## config.mk

```make
export PLATFORM = sky130hd
export DESIGN_NAME = rs_integer
export DESIGN_NICKNAME = d
export VERILOG_FILES = /design/src/rtl/rs_pkg.sv /design/src/rtl/rs_pick_lowest.sv /design/src/rtl/rs_integer.sv
export SDC_FILE = /design/constraint.sdc
export NUM_CORES = 1
export LEC_CHECK = 0
export ABC_AREA = 1
export BUFFER_PORTS_ARGS = -buffer_cell sky130_fd_sc_hd__buf_2
export CORE_ASPECT_RATIO = 0.5
export CORE_UTILIZATION = 30
export CTS_BUF_LIST = sky130_fd_sc_hd__clkbuf_4 sky130_fd_sc_hd__clkbuf_8 sky130_fd_sc_hd__clkbuf_16
export DETAILED_ROUTE_END_ITERATION = 10
export GPL_TIMING_DRIVEN = 0
export PLACE_DENSITY = 0.48
export SYNTH_ARGS = -nofsm -noshare
export SYNTH_HDL_FRONTEND = slang
export SYNTH_HIERARCHICAL = 1
export SYNTH_SLANG_ARGS = --single-unit
```

## constraint.sdc

```tcl
create_clock -name clk -period 19.3 [get_ports clk]
set_input_delay 3.86 -clock clk [delete_from_list [all_inputs] [get_ports clk]]
set_output_delay 3.86 -clock clk [all_outputs]
set_load 0.005 [all_outputs]
```

## src/rtl/rs_pkg.sv

```systemverilog
// Shared types and constants for the integer reservation station.
// Holds the entry layout, the ALU op encodings and the wakeup match helper.
package rs_pkg;

  localparam int RS_XLEN   = 32;
  localparam int TAG_W     = 5;
  localparam int EXEC_RS_W = 73;

  typedef enum logic [3:0] {
    ALU_ADD  = 4'b0000,
    ALU_SUB  = 4'b0001,
    ALU_SLL  = 4'b0010,
    ALU_SLT  = 4'b0100,
    ALU_SLTU = 4'b0110,
    ALU_XOR  = 4'b1000,
    ALU_SRL  = 4'b1010,
    ALU_SRA  = 4'b1011,
    ALU_OR   = 4'b1100,
    ALU_AND  = 4'b1110
  } alu_op_e;

  typedef struct packed {
    logic               valid;
    logic [3:0]         aluop;
    logic [TAG_W-1:0]   rd;
    logic [RS_XLEN-1:0] op1;
    logic               op1_rdy;
    logic [TAG_W-1:0]   op1_tag;
    logic [RS_XLEN-1:0] op2;
    logic               op2_rdy;
    logic [TAG_W-1:0]   op2_tag;
  } rs_entry_t;

  // Register 0 is hardwired, so a completion to rd 0 never satisfies a waiting operand.
  function automatic logic cdb_match(input logic             cdb_valid,
                                     input logic [TAG_W-1:0] cdb_rd,
                                     input logic             rdy,
                                     input logic [TAG_W-1:0] tag);
    return cdb_valid && (cdb_rd != '0) && !rdy && (tag == cdb_rd);
  endfunction

endpackage

```

## src/rtl/rs_pick_lowest.sv

```systemverilog
// One-hot priority picker: grants the lowest set bit of req; any flags a non-empty request.
// Purely combinational.
module rs_pick_lowest #(
  parameter int N = 4
) (
  input  logic [N-1:0] req,
  output logic [N-1:0] gnt,
  output logic         any
);

  always_comb begin
    gnt = '0;
    for (int i = N - 1; i >= 0; i--) begin
      if (req[i]) begin
        gnt    = '0;
        gnt[i] = 1'b1;
      end
    end
  end

  assign any = |req;

endmodule

```

## src/rtl/rs_integer.sv

```systemverilog
// Integer reservation station: buffers dispatched ops, snoops the completion bus for
// missing operands, issues the lowest-index ready entry each cycle through a register.
module rs_integer
  import rs_pkg::*;
#(
  parameter int DEPTH = 4,
  parameter int XLEN  = 32
) (
  input  logic                 clk,
  input  logic                 reset,
  input  logic                 flush,
  input  logic                 dispatch_valid,
  output logic                 dispatch_ready,
  input  logic [3:0]           dispatch_aluop,
  input  logic [4:0]           dispatch_rd,
  input  logic [XLEN-1:0]      dispatch_op1,
  input  logic                 dispatch_op1_rdy,
  input  logic [4:0]           dispatch_op1_tag,
  input  logic [XLEN-1:0]      dispatch_op2,
  input  logic                 dispatch_op2_rdy,
  input  logic [4:0]           dispatch_op2_tag,
  input  logic                 cdb_valid,
  input  logic [4:0]           cdb_rd,
  input  logic [XLEN-1:0]      cdb_result,
  output logic                 exec_enable,
  output logic [EXEC_RS_W-1:0] exec_rs,
  output logic [3:0]           free_count
);

  localparam logic [3:0] DEPTH_CNT = 4'(DEPTH);

  rs_entry_t        ent     [DEPTH];
  rs_entry_t        ent_nxt [DEPTH];
  rs_entry_t        new_ent;
  rs_entry_t        iss_ent;
  logic [DEPTH-1:0] free_vec;
  logic [DEPTH-1:0] rdy_vec;
  logic [DEPTH-1:0] free_oh;
  logic [DEPTH-1:0] iss_oh;
  logic             free_any;
  logic             iss_any;
  logic             accept;
  logic             issue;

  always_comb begin
    for (int i = 0; i < DEPTH; i++) begin
      free_vec[i] = !ent[i].valid;
      rdy_vec[i]  = ent[i].valid && ent[i].op1_rdy && ent[i].op2_rdy;
    end
  end

  rs_pick_lowest #(.N(DEPTH)) u_pick_free (
    .req (free_vec),
    .gnt (free_oh),
    .any (free_any)
  );

  rs_pick_lowest #(.N(DEPTH)) u_pick_issue (
    .req (rdy_vec),
    .gnt (iss_oh),
    .any (iss_any)
  );

  // Readiness comes from registered free_count, so an issue never frees room for the same-cycle dispatch.
  assign dispatch_ready = (free_count != 4'd0);
  assign accept         = dispatch_valid && dispatch_ready && free_any && !flush;
  assign issue          = iss_any && !flush;

  always_comb begin
    new_ent         = '0;
    new_ent.valid   = 1'b1;
    new_ent.aluop   = dispatch_aluop;
    new_ent.rd      = dispatch_rd;
    new_ent.op1     = dispatch_op1;
    new_ent.op1_rdy = dispatch_op1_rdy;
    new_ent.op1_tag = dispatch_op1_tag;
    new_ent.op2     = dispatch_op2;
    new_ent.op2_rdy = dispatch_op2_rdy;
    new_ent.op2_tag = dispatch_op2_tag;
    if (cdb_match(cdb_valid, cdb_rd, dispatch_op1_rdy, dispatch_op1_tag)) begin
      new_ent.op1     = cdb_result;
      new_ent.op1_rdy = 1'b1;
    end
    if (cdb_match(cdb_valid, cdb_rd, dispatch_op2_rdy, dispatch_op2_tag)) begin
      new_ent.op2     = cdb_result;
      new_ent.op2_rdy = 1'b1;
    end
  end

  always_comb begin
    iss_ent = '0;
    for (int i = 0; i < DEPTH; i++) begin
      if (iss_oh[i]) iss_ent = ent[i];
    end
  end

  always_comb begin
    for (int i = 0; i < DEPTH; i++) begin
      ent_nxt[i] = ent[i];
      if (ent[i].valid && cdb_match(cdb_valid, cdb_rd, ent[i].op1_rdy, ent[i].op1_tag)) begin
        ent_nxt[i].op1     = cdb_result;
        ent_nxt[i].op1_rdy = 1'b1;
      end
      if (ent[i].valid && cdb_match(cdb_valid, cdb_rd, ent[i].op2_rdy, ent[i].op2_tag)) begin
        ent_nxt[i].op2     = cdb_result;
        ent_nxt[i].op2_rdy = 1'b1;
      end
      if (issue && iss_oh[i]) ent_nxt[i].valid = 1'b0;
      if (accept && free_oh[i]) ent_nxt[i] = new_ent;
      if (flush) ent_nxt[i].valid = 1'b0;
    end
  end

  always_ff @(posedge clk or posedge reset) begin
    if (reset) begin
      for (int i = 0; i < DEPTH; i++) ent[i] <= '0;
    end else begin
      for (int i = 0; i < DEPTH; i++) ent[i] <= ent_nxt[i];
    end
  end

  always_ff @(posedge clk or posedge reset) begin
    if (reset) begin
      free_count <= DEPTH_CNT;
    end else if (flush) begin
      free_count <= DEPTH_CNT;
    end else begin
      case ({accept, issue})
        2'b10:   free_count <= free_count - 4'd1;
        2'b01:   free_count <= free_count + 4'd1;
        default: free_count <= free_count;
      endcase
    end
  end

  // exec_rs deliberately holds its last word when nothing issues.
  always_ff @(posedge clk or posedge reset) begin
    if (reset) begin
      exec_enable <= 1'b0;
      exec_rs     <= '0;
    end else begin
      exec_enable <= issue;
      if (issue) exec_rs <= {iss_ent.aluop, iss_ent.rd, iss_ent.op1, iss_ent.op2};
    end
  end

endmodule

```

# After elaboration in Yosys (flattened, before gate mapping)
# Index checks and enable logic that the tools add are counted.
# word_totals
ff_bits	422
latchBits	0
mem_bits_rw	0
rom_bits	0
n_memories	0
# classes
add_sub_neg	2
mul	0
div	0
order_cmp	0
eq_ne	12
n_shift	0
mux	36
bitwise	0
reduce_logical	81
# ops
op	count
$mux W86	4
$mux W85	4
$mux W33	10
$eq A5 B5 Y1	10
$logic_and A1 B1 Y1	49
$mux W4	9
$reduce_bool A2 Y1	8
$logic_not A1 Y1	15
$reduce_bool A3 Y1	5
$mux W1	8
$pmux W4 S2	1
$reduce_or A4 Y1	2
$reduce_bool A5 Y1	1
$add A4 B1 Y4 const B	1
$reduce_bool A4 Y1	1
$sub A4 B1 Y4 const B	1
$eq A2 B1 Y1 const B	1
$eq A2 B2 Y1 const B	1

# Depth between registers and ports, before layout
# depth
word_depth	10
depth_mapped	14
depth_no_buf	14

# Modules after synthesis
# The synthesis kept the hierarchy.
# modules_own_cells
module	n_inst	cells_per_inst	area_each_um2	seq_area_each_um2
rs_integer	1	3193	23537.6	10561.4
rs_pick_lowest	2	12	51.3	0.0

# Least setup slack after synthesis
# Ideal clock, no wire load.
# synth_path
kind	in2reg
start	input port flush
end	register free_count[3]
setup_ps	127
t_arrival_ps	4999
setup_slack_ps	14174
stages	9
n_path_buf	0
path_cell_list	nor2_1 nand2_1 ha_1 a21oi_1 nand2_1 nand2_1 nand3_1 nand2_1 o22ai_1
# synth_between
elab_chain_cells	5
# synth_lines
element	line	source
from (decl)	rs_integer.sv:11	input logic flush,
$logic_not A1 Y1	rs_integer.sv:66, rs_integer.sv:67	
$logic_and A1 B1 Y1, on equally long branches	rs_integer.sv:67, rs_integer.sv:66	
$eq A2 B1 Y1 / $eq A2 B2 Y1 (equally long branches)	rs_integer.sv:128	case ({accept, issue})
$pmux W4 S2	rs_integer.sv:128	
$mux W4	rs_integer.sv:125	end else if (flush) begin
to (signal assigned)	rs_integer.sv:129	2'b10: free_count <= free_count - 4'd1;
to (signal assigned)	rs_integer.sv:130	2'b01: free_count <= free_count + 4'd1;
to (signal assigned)	rs_integer.sv:131	default: free_count <= free_count;
to (decl)	rs_integer.sv:27	output logic [3:0] free_count
# Parallel ways exist; a longest one is shown, timed or not.
# A chain may end at the register's enable or synchronous reset.

# Worst setup path in the final report
# layout_path
start	input port cdb_rd[1]
end	register, netlist name ent[9]
# layout_between
elab_chain_cells	6
# layout_lines
element	line	source
from (decl)	rs_integer.sv:23	input logic [4:0] cdb_rd,
$reduce_bool A5 Y1	rs_pkg.sv:39	return cdb_valid && (cdb_rd != '0) && !rdy && (tag == cdb_rd);
$logic_and A1 B1 Y1 (3 in a row)	rs_pkg.sv:39	
$mux W33 / $logic_and A1 B1 Y1 (equally long branches)	rs_integer.sv:84, rs_integer.sv:104	
$mux W86 / $reduce_bool A2 Y1 (equally long branches)	-	
# Parallel ways exist; a longest one is shown, timed or not.

==> key figures <==
Status
  • Outcome: finished with violations
  • Failing checks: max-capacitance violations, max-slew violations

Worst setup path
  • Critical path required time: 19.78 ns
  • Slowest stage delay, CP: 0.78 ns
  • Startpoint types: input pin
  • Slowest-stage cell, CP: nor2_2
  • CP top delay family: simple AND/OR/NAND/NOR gates
  • CP Max Fanout: 10
  • Worst-path cell chain: buf_2 > inv_1 > buf_2 > or2_2 > nand3_1 > nor2_2 > nand2_1 > buf_2 > nand3_1 > nand3_1
  • Crit Path Class: in -> reg
  • CP Buf/Inv Count: 4
  • Crit end category: flip-flop
  • Worst path arrival time: 6.61 ns

Clock network
  • Number of CTS-inserted buffers: 46
  • Clk_lat worst skew: 0.62 ns
  • Clock tree from TritonCTS: built
  • CTS clk-pin slew, worst paths: 0.06 ns
  • Longest Clk Path Bufs: 3
  • Setup fix buffers added after clock tree synthesis: 0
  • CTS Hold Bufs: 0
  • Clk sinks: 422
  • Resized cells post-CTS: 0
  • H-tree depth: 2
  • Clock root buffer: clkbuf_16

Yosys
  • Top cell type's share of synthesized area: 44.6%
  • Mapped Area: 0.0236 mm²
  • Register area share after synthesis: 44.7%
  • Mapped Cells: 3217
  • Post-synth ARST share: 100%
  • Synth area leader: dfrtp_1
  • Synth cell count leaders: nand3_1, nand2_1, dfrtp_1, inv_1, a21oi_1
  • Synthesized area per cell: 7.35 µm²
  • EDFF count, synth: 0
  • Yosys cell types: 32
  • Dominant cells by area after synthesis: dfrtp_1, nand3_1, nand2_1
  • Syn Nets: 3347
  • Ys Warns: 6
  • Predominant post-synthesis flop cell: dfrtp_1
  • Most common cell in the netlist: nand3_1
  • Yosys reg bits: 422

Drt
  • DRT Pass-1 Iters: 5
  • Post-DR vias/cell: 5.56
  • Drt drc: 0
  • Final WL: 115000 µm
  • Metal-1 WL: 50700 µm
  • Number of DRC markers in iteration 0: 3541
  • Total number of vias: 25300
  • DR WL/cell: 25.2 µm
  • Final antenna-violating net count: 0
  • Metal3 WL: 11000 µm
  • DR top layer: met5
  • Met2 Wirelength: 48700 µm

Global route
  • GRT overflow: 0
  • GRT Total Usage: 28.3%
  • Initial antenna violation count: 3
  • First-pass GRT wire length: 166000 µm
  • Largest net degree at the start of global routing: 107
  • Vias in the first global route: 24300

Die
  • Row count: 72
  • Die footprint: 0.0800 mm²
  • Die X: 399 µm
  • Starting density of the core: 30.4%
  • Core area: 0.0777 mm²
  • IO Count: 206
  • DIE HEIGHT: 200 µm

STA
  • Final WS setup: 13.17 ns
  • Unrepaired setup endpoints after global routing: false
  • Relative slew slack: -2.47%
  • Setup-violating endpoint count in the final report: 0
  • Max Transition Viols Final: 11
  • Fin crit period: 6.13 ns
  • Final worst clock skew: 0.0205 ns
  • Hold Worst Slack: 0.482 ns
  • Final Hold Viols: 0
  • Period utilisation layout: 31.8%
  • F_max: 163 MHz
  • Tightest Pin Transition: 1.53 ns

Cells and area
  • Layout cells sized above 1: 12.8%
  • Final Core Density: 35.8%
  • Nets: 3603
  • Area delta synth->final: 17.5%

Job
  • Max Cap Viol: 1

Place
  • Final HPWL DP: 85500 µm
  • Port Buffer Count: 204
  • Dpl ws: 12.61 ns
  • Gpl congestion: 0.975

Power and ir drop
  • Pwr dens: 123 mW/mm²
  • P_leak: 0.0140 µW
  • Total power: 3410 µW
  • Worst IR Drop VDD: 0.0617 mV

Hold path
  • Worst Hold Class: reg -> reg
final cells by class:
cell class	instances	area, µm²
fillers	8455	49900
multi-input cells	2239	10800
plain buffers	258	1120
clock buffers	68	1450
flip-flops and latches	422	10600
well taps	1036	1300
repair buffers	208	1130
inverters	298	1130
clock inverters	17	246
diodes	2	5.00
per-stage QoR:
| stage | instance area, µm² | instances | setup TNS [ns] |
|---|---|---|---|
| CTS | 27800 | 4546 | 0 |
| global route | 27800 | 4546 | 0 |
| detailed placement | 26100 | 4461 | 0 |
| global placement | 26000 | 4457 | -1147.20 |
| finish | 27800 | 4548 | 0 |
| floorplan | 23600 | 3217 | 0 |
registers in the layout, indices dropped and copies added (netlist names):
name,count
exec_rs,73
free_count,4
ent,344
exec_enable,1
kinds of logic after synthesis:
logic type / synth area share [%]
and+or+nand+nor: 37.0
xor gates and xnor gates: 0.259
AOI/OAI and AO/OA: 8.35
adders and majority gates: 0.191
DFF: 44.7
buffers and inverters: 9.49
where the power goes:
group	internal (µW)	switching, µW
logic	359	596
clock network	602	423
registers	1220	203
worst register-to-register path, delay by kind of cell (launching register included):
family                 cells  cell delay (ns)
and+or+nand+nor            5             2.21
buffers and inverters      2             1.01
AOI/OAI and AO/OA          2             0.27
DFF                        1             0.44
metal layers:
layer  GRT usage, %  up-vias
li1               -    11400
met1           40.2    12400
met2           41.4     1276
met3           6.88      232
met4           10.0        2
met5              0        -
layout by cell type, fill, tap and decap left out, types with 7 or more instances in the layout:
master / instances
nand2_2: 38
inv_1: 283
clkinv_2: 7
nand2_1: 554
nand3_1: 1054
o21ai_0: 53
clkbuf_8: 13
clkbuf_16: 49
buf_4: 8
nor2_1: 115
dfrtp_1: 421
nand4_1: 72
o211ai_1: 74
or2_2: 12
buf_2: 261
nor3_1: 7
clkbuf_1: 169
buf_6: 7
buf_1: 17
nor2_2: 10
a21oi_1: 226
inv_2: 13
path summary, 6_finish.rpt:
path	startpoint	endpoint	slack (ns)	cells after the start
max reg2reg	ent[343]	exec_rs[30]	15.30	9
max	cdb_rd[1]	ent[9]	13.17	10
min	ent[253]	ent[253]	0.48	2
min in group asynchronous	reset	exec_rs[4]	3.31	2
min reg2reg	ent[253]	ent[253]	0.48	2
max in group asynchronous	reset	ent[26]	14.15	5
Power figures use the tool's default switching activity.
